[config.mk]
export PLATFORM = sky130hd
export DESIGN_NAME = bank_requester_flat
export DESIGN_NICKNAME = d
export VERILOG_FILES = /design/src/rtl/bank_requester_if.sv /design/src/rtl/bank_requester.sv /design/src/flat_wrapper.sv
export SDC_FILE = /design/constraint.sdc
export NUM_CORES = 1
export LEC_CHECK = 0
export ABC_AREA = 1
export ABC_CLOCK_PERIOD_IN_PS = 3100
export CAP_MARGIN = 20
export CORE_ASPECT_RATIO = 0.75
export CORE_MARGIN = 3
export CORE_UTILIZATION = 30
export DETAILED_ROUTE_END_ITERATION = 10
export HOLD_SLACK_MARGIN = 0.03
export PLACE_DENSITY_LB_ADDON = 0.25
export SLEW_MARGIN = 30
export SYNTH_ARGS = -nofsm -noshare
export SYNTH_HDL_FRONTEND = slang
export SYNTH_SLANG_ARGS = --single-unit
[constraint.sdc]
create_clock -name clk -period 3.1 [get_ports clk]
set_input_delay 0.31 -clock clk [delete_from_list [all_inputs] [get_ports clk]]
set_output_delay 0.31 -clock clk [all_outputs]
set_load 0.02 [all_outputs]
[src/rtl/bank_requester_if.sv]
// rtl/bank_requester_if.sv - core request/response and bank access signal bundle
// master is the requester's view; slave is the core-plus-bank environment's view.
interface bank_requester_if #(
    parameter int ADDR_W = 8,
    parameter int DATA_W = 8
);
    logic              req_valid;
    logic              req_ready;
    logic              req_we;
    logic [ADDR_W-1:0] req_addr;
    logic [DATA_W-1:0] req_data;

    logic [ADDR_W-1:0] bank_addr;
    logic [DATA_W-1:0] bank_data_in;
    logic              bank_read_enable;
    logic              bank_write_enable;
    logic [DATA_W-1:0] bank_data_out;
    logic              bank_valid_out;

    logic              rsp_valid;
    logic              rsp_ready;
    logic [DATA_W-1:0] rsp_data;
    logic              rsp_err;
    logic              busy;

    modport master (
        input  req_valid, req_we, req_addr, req_data,
        input  bank_data_out, bank_valid_out, rsp_ready,
        output req_ready, bank_addr, bank_data_in, bank_read_enable, bank_write_enable,
        output rsp_valid, rsp_data, rsp_err, busy
    );

    modport slave (
        output req_valid, req_we, req_addr, req_data,
        output bank_data_out, bank_valid_out, rsp_ready,
        input  req_ready, bank_addr, bank_data_in, bank_read_enable, bank_write_enable,
        input  rsp_valid, rsp_data, rsp_err, busy
    );
endinterface

[src/rtl/bank_requester.sv]
// rtl/bank_requester.sv - queued single-outstanding bank initiator with timeout watchdog
// Requests are popped only in IDLE, so a read in flight blocks all later bank traffic.
module bank_requester #(
    parameter int ADDR_W     = 8,
    parameter int DATA_W     = 8,
    parameter int FIFO_DEPTH = 4,
    parameter int TIMEOUT    = 8
) (
    input  logic            clk,
    input  logic            reset,
    bank_requester_if.master bus
);
    localparam int PTR_W = $clog2(FIFO_DEPTH);
    localparam int CNT_W = $clog2(TIMEOUT);
    localparam int ENT_W = 1 + ADDR_W + DATA_W;
    localparam logic [CNT_W-1:0] CNT_LAST = CNT_W'(TIMEOUT - 1);

    typedef enum logic [2:0] {IDLE, WR, RD, WAIT, RESP} state_t;

    state_t             state, state_d;
    logic [CNT_W-1:0]   cnt, cnt_d;

    logic [ENT_W-1:0]   mem [FIFO_DEPTH];
    logic [PTR_W:0]     wr_ptr, rd_ptr;
    logic               empty, full, push, pop;
    logic               head_we;
    logic [ADDR_W-1:0]  head_addr;
    logic [DATA_W-1:0]  head_data;

    logic [ADDR_W-1:0]  addr_q, addr_d;
    logic [DATA_W-1:0]  din_q, din_d;
    logic               re_q, re_d, we_q, we_d;
    logic               rv_q, rv_d, err_q, err_d;
    logic [DATA_W-1:0]  rdat_q, rdat_d;

    // Extra pointer bit distinguishes full from empty when the indices match.
    assign empty = (wr_ptr == rd_ptr);
    assign full  = (wr_ptr[PTR_W] != rd_ptr[PTR_W]) &&
                   (wr_ptr[PTR_W-1:0] == rd_ptr[PTR_W-1:0]);
    assign push  = bus.req_valid && !full;
    assign pop   = (state == IDLE) && !empty;
    assign {head_we, head_addr, head_data} = mem[rd_ptr[PTR_W-1:0]];

    always_ff @(posedge clk) begin
        if (push) mem[wr_ptr[PTR_W-1:0]] <= {bus.req_we, bus.req_addr, bus.req_data};
    end

    always_ff @(posedge clk or negedge reset) begin
        if (!reset) begin
            state <= IDLE;
            cnt   <= '0;
        end else begin
            state <= state_d;
            cnt   <= cnt_d;
        end
    end

    always_comb begin
        state_d = state;
        cnt_d   = cnt;
        case (state)
            IDLE: if (!empty) state_d = head_we ? WR : RD;
            WR:   state_d = IDLE;
            RD: begin
                state_d = WAIT;
                cnt_d   = '0;
            end
            WAIT: begin
                if (bus.bank_valid_out || cnt == CNT_LAST) state_d = RESP;
                else                                      cnt_d   = cnt + 1'b1;
            end
            RESP: if (bus.rsp_ready) state_d = IDLE;
            default: state_d = IDLE;
        endcase
    end

    // Next values for the registered outputs; strobes are computed one state early.
    always_comb begin
        addr_d = addr_q;
        din_d  = din_q;
        re_d   = 1'b0;
        we_d   = 1'b0;
        rv_d   = rv_q;
        rdat_d = rdat_q;
        err_d  = err_q;
        case (state)
            IDLE: begin
                if (!empty) begin
                    addr_d = head_addr;
                    if (head_we) begin
                        we_d  = 1'b1;
                        din_d = head_data;
                    end else begin
                        re_d  = 1'b1;
                    end
                end
            end
            WAIT: begin
                if (bus.bank_valid_out) begin
                    rv_d   = 1'b1;
                    rdat_d = bus.bank_data_out;
                    err_d  = 1'b0;
                end else if (cnt == CNT_LAST) begin
                    rv_d   = 1'b1;
                    rdat_d = '0;
                    err_d  = 1'b1;
                end
            end
            RESP: if (bus.rsp_ready) rv_d = 1'b0;
            default: ;
        endcase
    end

    always_ff @(posedge clk or negedge reset) begin
        if (!reset) begin
            wr_ptr <= '0;
            rd_ptr <= '0;
            addr_q <= '0;
            din_q  <= '0;
            re_q   <= 1'b0;
            we_q   <= 1'b0;
            rv_q   <= 1'b0;
            rdat_q <= '0;
            err_q  <= 1'b0;
        end else begin
            if (push) wr_ptr <= wr_ptr + 1'b1;
            if (pop)  rd_ptr <= rd_ptr + 1'b1;
            addr_q <= addr_d;
            din_q  <= din_d;
            re_q   <= re_d;
            we_q   <= we_d;
            rv_q   <= rv_d;
            rdat_q <= rdat_d;
            err_q  <= err_d;
        end
    end

    assign bus.req_ready         = !full;
    assign bus.bank_addr         = addr_q;
    assign bus.bank_data_in      = din_q;
    assign bus.bank_read_enable  = re_q;
    assign bus.bank_write_enable = we_q;
    assign bus.rsp_valid         = rv_q;
    assign bus.rsp_data          = rdat_q;
    assign bus.rsp_err           = err_q;
    assign bus.busy              = !empty || (state != IDLE);
endmodule

[src/flat_wrapper.sv]
// flat-port wrapper written by rule: the top's interface ports become plain ports
module bank_requester_flat 
#(
    parameter int ADDR_W     = 8,
    parameter int DATA_W     = 8,
    parameter int FIFO_DEPTH = 4,
    parameter int TIMEOUT    = 8
)
  (clk, reset, bus_req_valid, bus_req_we, bus_req_addr, bus_req_data, bus_bank_data_out, bus_bank_valid_out, bus_rsp_ready, bus_req_ready, bus_bank_addr, bus_bank_data_in, bus_bank_read_enable, bus_bank_write_enable, bus_rsp_valid, bus_rsp_data, bus_rsp_err, bus_busy);
  bank_requester_if #(.ADDR_W(ADDR_W), .DATA_W(DATA_W)) bus_i ();
  input  logic clk;
  input  logic reset;
  input wire logic [$bits(bus_i.req_valid)-1:0] bus_req_valid;
  input wire logic [$bits(bus_i.req_we)-1:0] bus_req_we;
  input wire logic [$bits(bus_i.req_addr)-1:0] bus_req_addr;
  input wire logic [$bits(bus_i.req_data)-1:0] bus_req_data;
  input wire logic [$bits(bus_i.bank_data_out)-1:0] bus_bank_data_out;
  input wire logic [$bits(bus_i.bank_valid_out)-1:0] bus_bank_valid_out;
  input wire logic [$bits(bus_i.rsp_ready)-1:0] bus_rsp_ready;
  output wire logic [$bits(bus_i.req_ready)-1:0] bus_req_ready;
  output wire logic [$bits(bus_i.bank_addr)-1:0] bus_bank_addr;
  output wire logic [$bits(bus_i.bank_data_in)-1:0] bus_bank_data_in;
  output wire logic [$bits(bus_i.bank_read_enable)-1:0] bus_bank_read_enable;
  output wire logic [$bits(bus_i.bank_write_enable)-1:0] bus_bank_write_enable;
  output wire logic [$bits(bus_i.rsp_valid)-1:0] bus_rsp_valid;
  output wire logic [$bits(bus_i.rsp_data)-1:0] bus_rsp_data;
  output wire logic [$bits(bus_i.rsp_err)-1:0] bus_rsp_err;
  output wire logic [$bits(bus_i.busy)-1:0] bus_busy;
  assign bus_i.req_valid = bus_req_valid;
  assign bus_i.req_we = bus_req_we;
  assign bus_i.req_addr = bus_req_addr;
  assign bus_i.req_data = bus_req_data;
  assign bus_i.bank_data_out = bus_bank_data_out;
  assign bus_i.bank_valid_out = bus_bank_valid_out;
  assign bus_i.rsp_ready = bus_rsp_ready;
  assign bus_req_ready = bus_i.req_ready;
  assign bus_bank_addr = bus_i.bank_addr;
  assign bus_bank_data_in = bus_i.bank_data_in;
  assign bus_bank_read_enable = bus_i.bank_read_enable;
  assign bus_bank_write_enable = bus_i.bank_write_enable;
  assign bus_rsp_valid = bus_i.rsp_valid;
  assign bus_rsp_data = bus_i.rsp_data;
  assign bus_rsp_err = bus_i.rsp_err;
  assign bus_busy = bus_i.busy;
  bank_requester #(.ADDR_W(ADDR_W), .DATA_W(DATA_W), .FIFO_DEPTH(FIFO_DEPTH), .TIMEOUT(TIMEOUT)) u_core (.clk(clk), .reset(reset), .bus(bus_i));
endmodule
==> results of run 1 <==
-- flip-flops by register name, summed over array words and instances, names as in the netlist, 3 cells and up --
| name | flops |
|---|---|
| u_core.bus.bank_addr | 8 |
| u_core.mem | 68 |
| u_core.state | 3 |
| u_core.rd_ptr | 3 |
| u_core.bus.rsp_data | 8 |
| u_core.bus.bank_data_in | 8 |
| u_core.cnt | 3 |
| u_core.wr_ptr | 3 |
-- per-stage QoR --
stage          total power (uW)  util (%)  hold WS [ps]
5_1_grt                    5940      39.1           507
2_1_floorplan              3750         -          14.4
3_5_place_dp               4540      37.1           463
4_1_cts                    5600      39.0           132
3_3_place_gp               4520      37.1           458
6_report                   5510      39.1           473
-- Yosys cell counts --
| master | n | area share, % |
|---|---|---|
| nand2_1 | 98 | 8.4 |
| edfxtp_1 | 68 | 46 |
| dfrtp_1 | 40 | 23 |
| nor2_1 | 22 | 1.9 |
| o21ai_0 | 19 | 2.2 |
| a21oi_1 | 16 | 1.8 |
| inv_1 | 14 | 1.2 |
| nand3_1 | 9 | 1.0 |
| a22o_1 | 8 | 1.6 |
| a22oi_1 | 8 | 1.4 |
| o22ai_1 | 8 | 1.1 |
| buf_2 | 7 | 0.80 |
| ha_1 | 7 | 2.0 |
| nand2_2 | 5 | 0.71 |
| nand2_4 | 5 | 1.3 |
| inv_2 | 4 | 0.34 |
| buf_6 | 3 | 0.77 |
| nand3_4 | 3 | 1.2 |
| o21ai_1 | 3 | 0.34 |
| clkbuf_2 | 2 | 0.23 |
| nor2_8 | 2 | 0.91 |
| xnor2_1 | 2 | 0.40 |
| xor2_1 | 2 | 0.40 |
| clkinv_1 | 1 | 0.085 |
| inv_4 | 1 | 0.14 |
| inv_6 | 1 | 0.20 |
| nor2_2 | 1 | 0.14 |
| nor2_4 | 1 | 0.26 |
| nor3_2 | 1 | 0.23 |
-- how the worst max path moves through the flow --
| stage | to | slack [ps] |
|---|---|---|
| after floorplan | u_core.mem[0][0] | 1050 |
| after global placement | bus_busy | 930 |
| after detailed placement | bus_busy | 890 |
| after CTS | bus_busy | 500 |
| after global routing | bus_busy | 400 |
| final | bus_busy | 530 |
-- worst max-delay path, cell delays in order (launching register included) --
cell and delay, ps:
dfrtp_1 510, inv_4 350, nand2_2 110, nand2_4 120, nand2_4 80, nor2_8 130
nand2_2 80, clkdlybuf4s50_1 550
-- cell type report --
class | instances | area, sq um | share of cell area (%)
repair buffers | 66 | 643 | 11.7
inverters | 21 | 86.3 | 1.58
flip-flops and latches | 108 | 3040 | 55.5
clock inverters | 7 | 42.5 | 0.776
clock buffers | 9 | 225 | 4.11
multi-input cells | 220 | 1200 | 21.8
well taps | 195 | 244 | 4.45
-- power groups by stage --
stage / combinational, uW / sequential, uW / clock (uW)
final: 2290 / 2190 / 1030
after global routing: 2570 / 2240 / 1130
after CTS: 2350 / 2190 / 1060
after detailed placement: 2330 / 2210 / 0
after global placement: 2320 / 2200 / 0
after floorplan: 1380 / 2370 / 0
-- metal layers --
layer / up-vias / global-route usage, % / routed length, microns
li1: 1362 / - / -
met1: 1301 / 16.0 / 4360
met2: 50 / 17.9 / 4080
met3: 10 / 3.92 / 519
met4: 0 / 3.10 / 112
met5: - / 0 / 0
-- logic make-up (layout without fill, tap and decap cells) --
group                    after synthesis  count (layout)
flip-flops                           108             108
AND/OR/NAND/NOR                      147             147
adder cells (fa/ha/maj)                7               7
XOR/XNOR                               4               4
AO/OA/AOI/OAI                         62              62
buffers and inverters                 33             103
==> results.sh, run 1 <==
export IMPL_syn_area_sq_um=4400
export IMPL_std_cell_rows=37
export IMPL_intPower_uw=3380
export IMPL_drt_initial_drc_count=154
export IMPL_seqPwrFrac_pct=39.7
export IMPL_ctsHtreeMaxLevel=3
export IMPL_placed_area_sq_um=5200
export IMPL_regToRegStartpoint="u_core.rd_ptr[0]"
export IMPL_p_comb_share_pct=41.6
export IMPL_r2r_end="u_core.mem[2][11]"
export IMPL_fillCellCount=1334
export IMPL_cp_required_ps=2790
export IMPL_synth_seq_cells=108
export IMPL_critPathLaunch="u_core.rd_ptr[0]"
export IMPL_worstSkewPairLatency_ps=340
export IMPL_gp_congestion=0.788
export IMPL_final_cell_mix="nand2_1, edfxtp_1, clkdlybuf4s50_1"
export IMPL_syn_nets=398
export IMPL_ioPinCount=60
export IMPL_synth_top_family_by_area="simple AND/OR/NAND/NOR gates"
export IMPL_cp_data_arrival_time_ps=2260
export IMPL_tns_ps=0
export IMPL_syn_inst=361
export IMPL_grt_use_total_pct=11.7
export IMPL_setup_worst_path_start_class="flip-flop"
export IMPL_final_common_cell="nand2_1"
export IMPL_final_cells=626
export IMPL_num_nets_final=463
export IMPL_grt_pass1_wl_microns=14900
export IMPL_dp_slack_ps=891
export IMPL_cts_root_buf="clkbuf_16"
export IMPL_fp_dieH_microns=111
export IMPL_r2r_worst_path_cells=7
export IMPL_cts_sinks=108
export IMPL_status="finished, final reports clean"
export IMPL_min_period_ps=2570
export IMPL_rsz0062_at_grt="false"
export IMPL_finalSetupViolCount=0
export IMPL_cts_buffers=9
export IMPL_switching_share_pct=38.7
export IMPL_synth_simple_area_share_pct=16.0
export IMPL_area_growth_pct=24.4
export IMPL_start_util_pct=31.4
export IMPL_clk_pin_slew_worst_paths_ps=70
export IMPL_critical_path_max_fanout=36
export IMPL_ctsHoldBuffers=0
export IMPL_fin_crit_sh_pct=83.0
export IMPL_synth_compound_area_share_pct=8.41
export IMPL_hold_violations=0
export IMPL_ys_seq_area_share_pct=69.1
export IMPL_min_from="u_core.bus.bank_data_in[3]"
export IMPL_hold_path_class="flip-flop to flip-flop"
export IMPL_finalMaxSlewViolations=0
export IMPL_synthAdderAreaFrac_pct=1.99
export IMPL_setup_ws_ps=528
export IMPL_firstDrtPassIters=4
export IMPL_yosysWarnings=0
export IMPL_r2r_setup_slack_ps=1170
export IMPL_vias=2723
export IMPL_synth_xor_area_share_pct=0.795
export IMPL_post_cts_resize_count=0
export IMPL_worst_pin_slew_ps=815
export IMPL_grt_max_degree=41
export IMPL_layout_drive_gt1_share_pct=10.4
export IMPL_diodes=0
export IMPL_p_clk_share_pct=18.6
export IMPL_cts_buffer_depth=2
export IMPL_avgViaCountPerCell=4.35
export IMPL_maxCapViolCount=0
export IMPL_overflow=0
export IMPL_end_kind="output pin"
export IMPL_detail_route_wl_per_cell_microns=14.5
export IMPL_postRouteWirelength_microns=9070
export IMPL_muxShareOfSynthArea_pct=0
export IMPL_vdd_drop_max_mv=0.324
export IMPL_post_dp_hpwl_microns=6120
export IMPL_power_leakage_uw=0.00221
export IMPL_hold_end="u_core.bus.bank_data_in[3]"
export IMPL_io_buffers=59
export IMPL_max_freq_ghz=0.389
export IMPL_antenna_found_initial=0
export IMPL_cts_tree="yes"
export IMPL_ys_types=29
export IMPL_die_x_microns=146
export IMPL_crit_type="flip-flop to output pin"
export IMPL_drt_antenna_violating_nets=0
export IMPL_syn_avg_cell_area_sq_um=12.2
export IMPL_drc=0
export IMPL_coreArea_sq_um=14000
export IMPL_max_slew_margin_rel_pct=45.3
export IMPL_dieArea_sq_um=16200
export IMPL_placedCellCount=609
export IMPL_hold_depth=2
export IMPL_p_sw_uw=2130
export IMPL_clock_skew_ps=7.01
export IMPL_stdcell_area_sq_um=5480
export IMPL_power_density_nw_per_um2=1010
export IMPL_grt_pass1_vias=2835
export IMPL_postCtsSetupBuffers=0
No activity file was read; power rests on OpenSTA's default activity.
==> run 2: changes to the inputs <==
ABC_CLOCK_PERIOD_IN_PS = 2400   (was 3100)
clock period = 2.4 ns   (was 3.1 ns; I/O delays follow)
==> results.sh, run 2 (same netlist as run 1, synthesis figures left out) <==
export IMPL_grt_use_total_pct=12.3
export IMPL_power_leakage_uw=0.00226
export IMPL_area_growth_pct=26.6
export IMPL_fp_dieH_microns=111
export IMPL_ioPinCount=60
export IMPL_ctsHtreeMaxLevel=3
export IMPL_final_common_cell="nand2_1"
export IMPL_hold_path_class="primary input to asynchronous set/reset pin"
export IMPL_worstSkewPairLatency_ps=340
export IMPL_power_density_nw_per_um2=1320
export IMPL_io_buffers=59
export IMPL_finalMaxSlewViolations=0
export IMPL_drt_initial_drc_count=174
export IMPL_max_freq_ghz=0.458
export IMPL_largest_reg_flops=68
export IMPL_post_dp_hpwl_microns=6500
export IMPL_num_nets_final=472
export IMPL_drt_antenna_violating_nets=0
export IMPL_vdd_drop_max_mv=0.503
export IMPL_clock_skew_ps=7.43
export IMPL_slowest_delay_ps=550
export IMPL_setup_worst_path_start_class="flip-flop"
export IMPL_fillCellCount=1357
export IMPL_worst_pin_slew_ps=529
export IMPL_clk_pin_slew_worst_paths_ps=70
export IMPL_min_period_ps=2180
export IMPL_cts_root_buf="clkbuf_16"
export IMPL_r2r_worst_path_cells=9
export IMPL_end_kind="output pin"
export IMPL_die_x_microns=146
export IMPL_critical_path_max_fanout=4
export IMPL_grt_pass1_vias=2922
export IMPL_total_power_uw=7340
export IMPL_start_util_pct=31.4
export IMPL_r2r_end="u_core.bus.bank_data_in[5]"
export IMPL_final_cells=635
export IMPL_holdWs_ps=379
export IMPL_status="finished, final reports clean"
export IMPL_drc=0
export IMPL_met2_length_microns=4160
export IMPL_endpoint="bus_busy"
export IMPL_grt_max_degree=36
export IMPL_std_cell_rows=37
export IMPL_maxCapViolCount=0
export IMPL_coreArea_sq_um=14000
export IMPL_cts_sinks=108
export IMPL_gp_congestion=0.771
export IMPL_finalSetupViolCount=0
export IMPL_fin_crit_sh_pct=91.0
export IMPL_cp_cell_sequence="inv_1 > nand2_2 > nand2_4 > nand2_4 > nor2_8 > nand2_2 > clkdlybuf4s50_1"
export IMPL_critical_path_slowest_cell="clkdlybuf4s50_1"
export IMPL_cp_required_ps=2160
export IMPL_regToRegStartpoint="u_core.rd_ptr[0]"
export IMPL_vias=2836
export IMPL_dieArea_sq_um=16200
export IMPL_met1_length_microns=4760
export IMPL_placedCellCount=618
export IMPL_tns_ps=0
export IMPL_hold_violations=0
export IMPL_grt_pass1_wl_microns=15700
export IMPL_utilization_pct=39.8
export IMPL_avgViaCountPerCell=4.47
export IMPL_postRouteWirelength_microns=9520
export IMPL_max_slew_margin_rel_pct=64.5
export IMPL_wl_met3_microns=466
export IMPL_cts_buffer_depth=2
export IMPL_cts_buffers=9
export IMPL_firstDrtPassIters=6
export IMPL_crit_type="flip-flop to output pin"
export IMPL_final_cell_mix="nand2_1, edfxtp_1, clkdlybuf4s50_1"
export IMPL_overflow=0
export IMPL_post_cts_resize_count=0
export IMPL_layout_drive_gt1_share_pct=12.0
export IMPL_detail_route_wl_per_cell_microns=15.0
export IMPL_rsz0062_at_grt="false"
export IMPL_critPathLaunch="u_core.wr_ptr[0]"
export IMPL_r2r_setup_slack_ps=670
export IMPL_cp_data_arrival_time_ps=1940
export IMPL_diodes=0
export IMPL_routed_top_layer="met4"
export IMPL_antenna_found_initial=0
export IMPL_cts_tree="yes"
## run 2: changes by cell type in the layout (fill, tap and decap cells not counted), sizes merged
cell | before | now
buf | 7 | 16
bufinv | 0 | 1
clkbuf | 9 | 12
clkinv | 6 | 3
inv | 21 | 20
## run 2: final cells by class
type | count | area, sq um | share of cell area, %
well taps | 195 | 244 | 4.37
clock inverters | 4 | 51.3 | 0.920
clock buffers | 12 | 236 | 4.24
flip-flops and latches | 108 | 3040 | 54.6
multi-input cells | 220 | 1200 | 21.4
inverters | 21 | 86.3 | 1.55
repair buffers | 75 | 721 | 12.9
## run 2: timing repair
item                                   4_1_cts  5_1_grt
hold buffers                                 1        0
endpoints found under the hold margin       17        0
setup endpoints to repair                    0        0
setup buffers                                0        0
## run 2: where the power goes
part	internal (uW)	switching, uW
sequential	2560	255
clock	810	622
combinational	1170	1920
total	4540	2800
## run 2: through the flow
stage	setup WS [ps]	cell area [sq um]
final	215	5580
after global routing	97.8	5580
after CTS	190	5580
after detailed placement	577	5280
after global placement	612	5260
after floorplan	348	4400
## run 2: per-layer routing
layer,up-vias,track usage (%)
met3,11,3.68
met1,1375,17.2
met5,-,0
met4,0,3.98
li1,1392,-
met2,58,18.3
## run 2: worst min path at each step
stage | start | to | slack, ps | cells after the start
detailed placement | reset | u_core.cnt[1] | 220 | 1
finish | reset | u_core.cnt[1] | 380 | 2
floorplan | reset | u_core.bus.bank_addr[0] | -60 | 0
global route | reset | u_core.rd_ptr[1] | 420 | 2
CTS | reset | u_core.cnt[1] | 380 | 2
global placement | reset | u_core.cnt[2] | 450 | 1
## run 2: worst max-delay path, delay by kind of cell (launching register included)
family	cells	cell delay [ps]
simple gates	5	480
flops	1	410
buf+inv	2	710
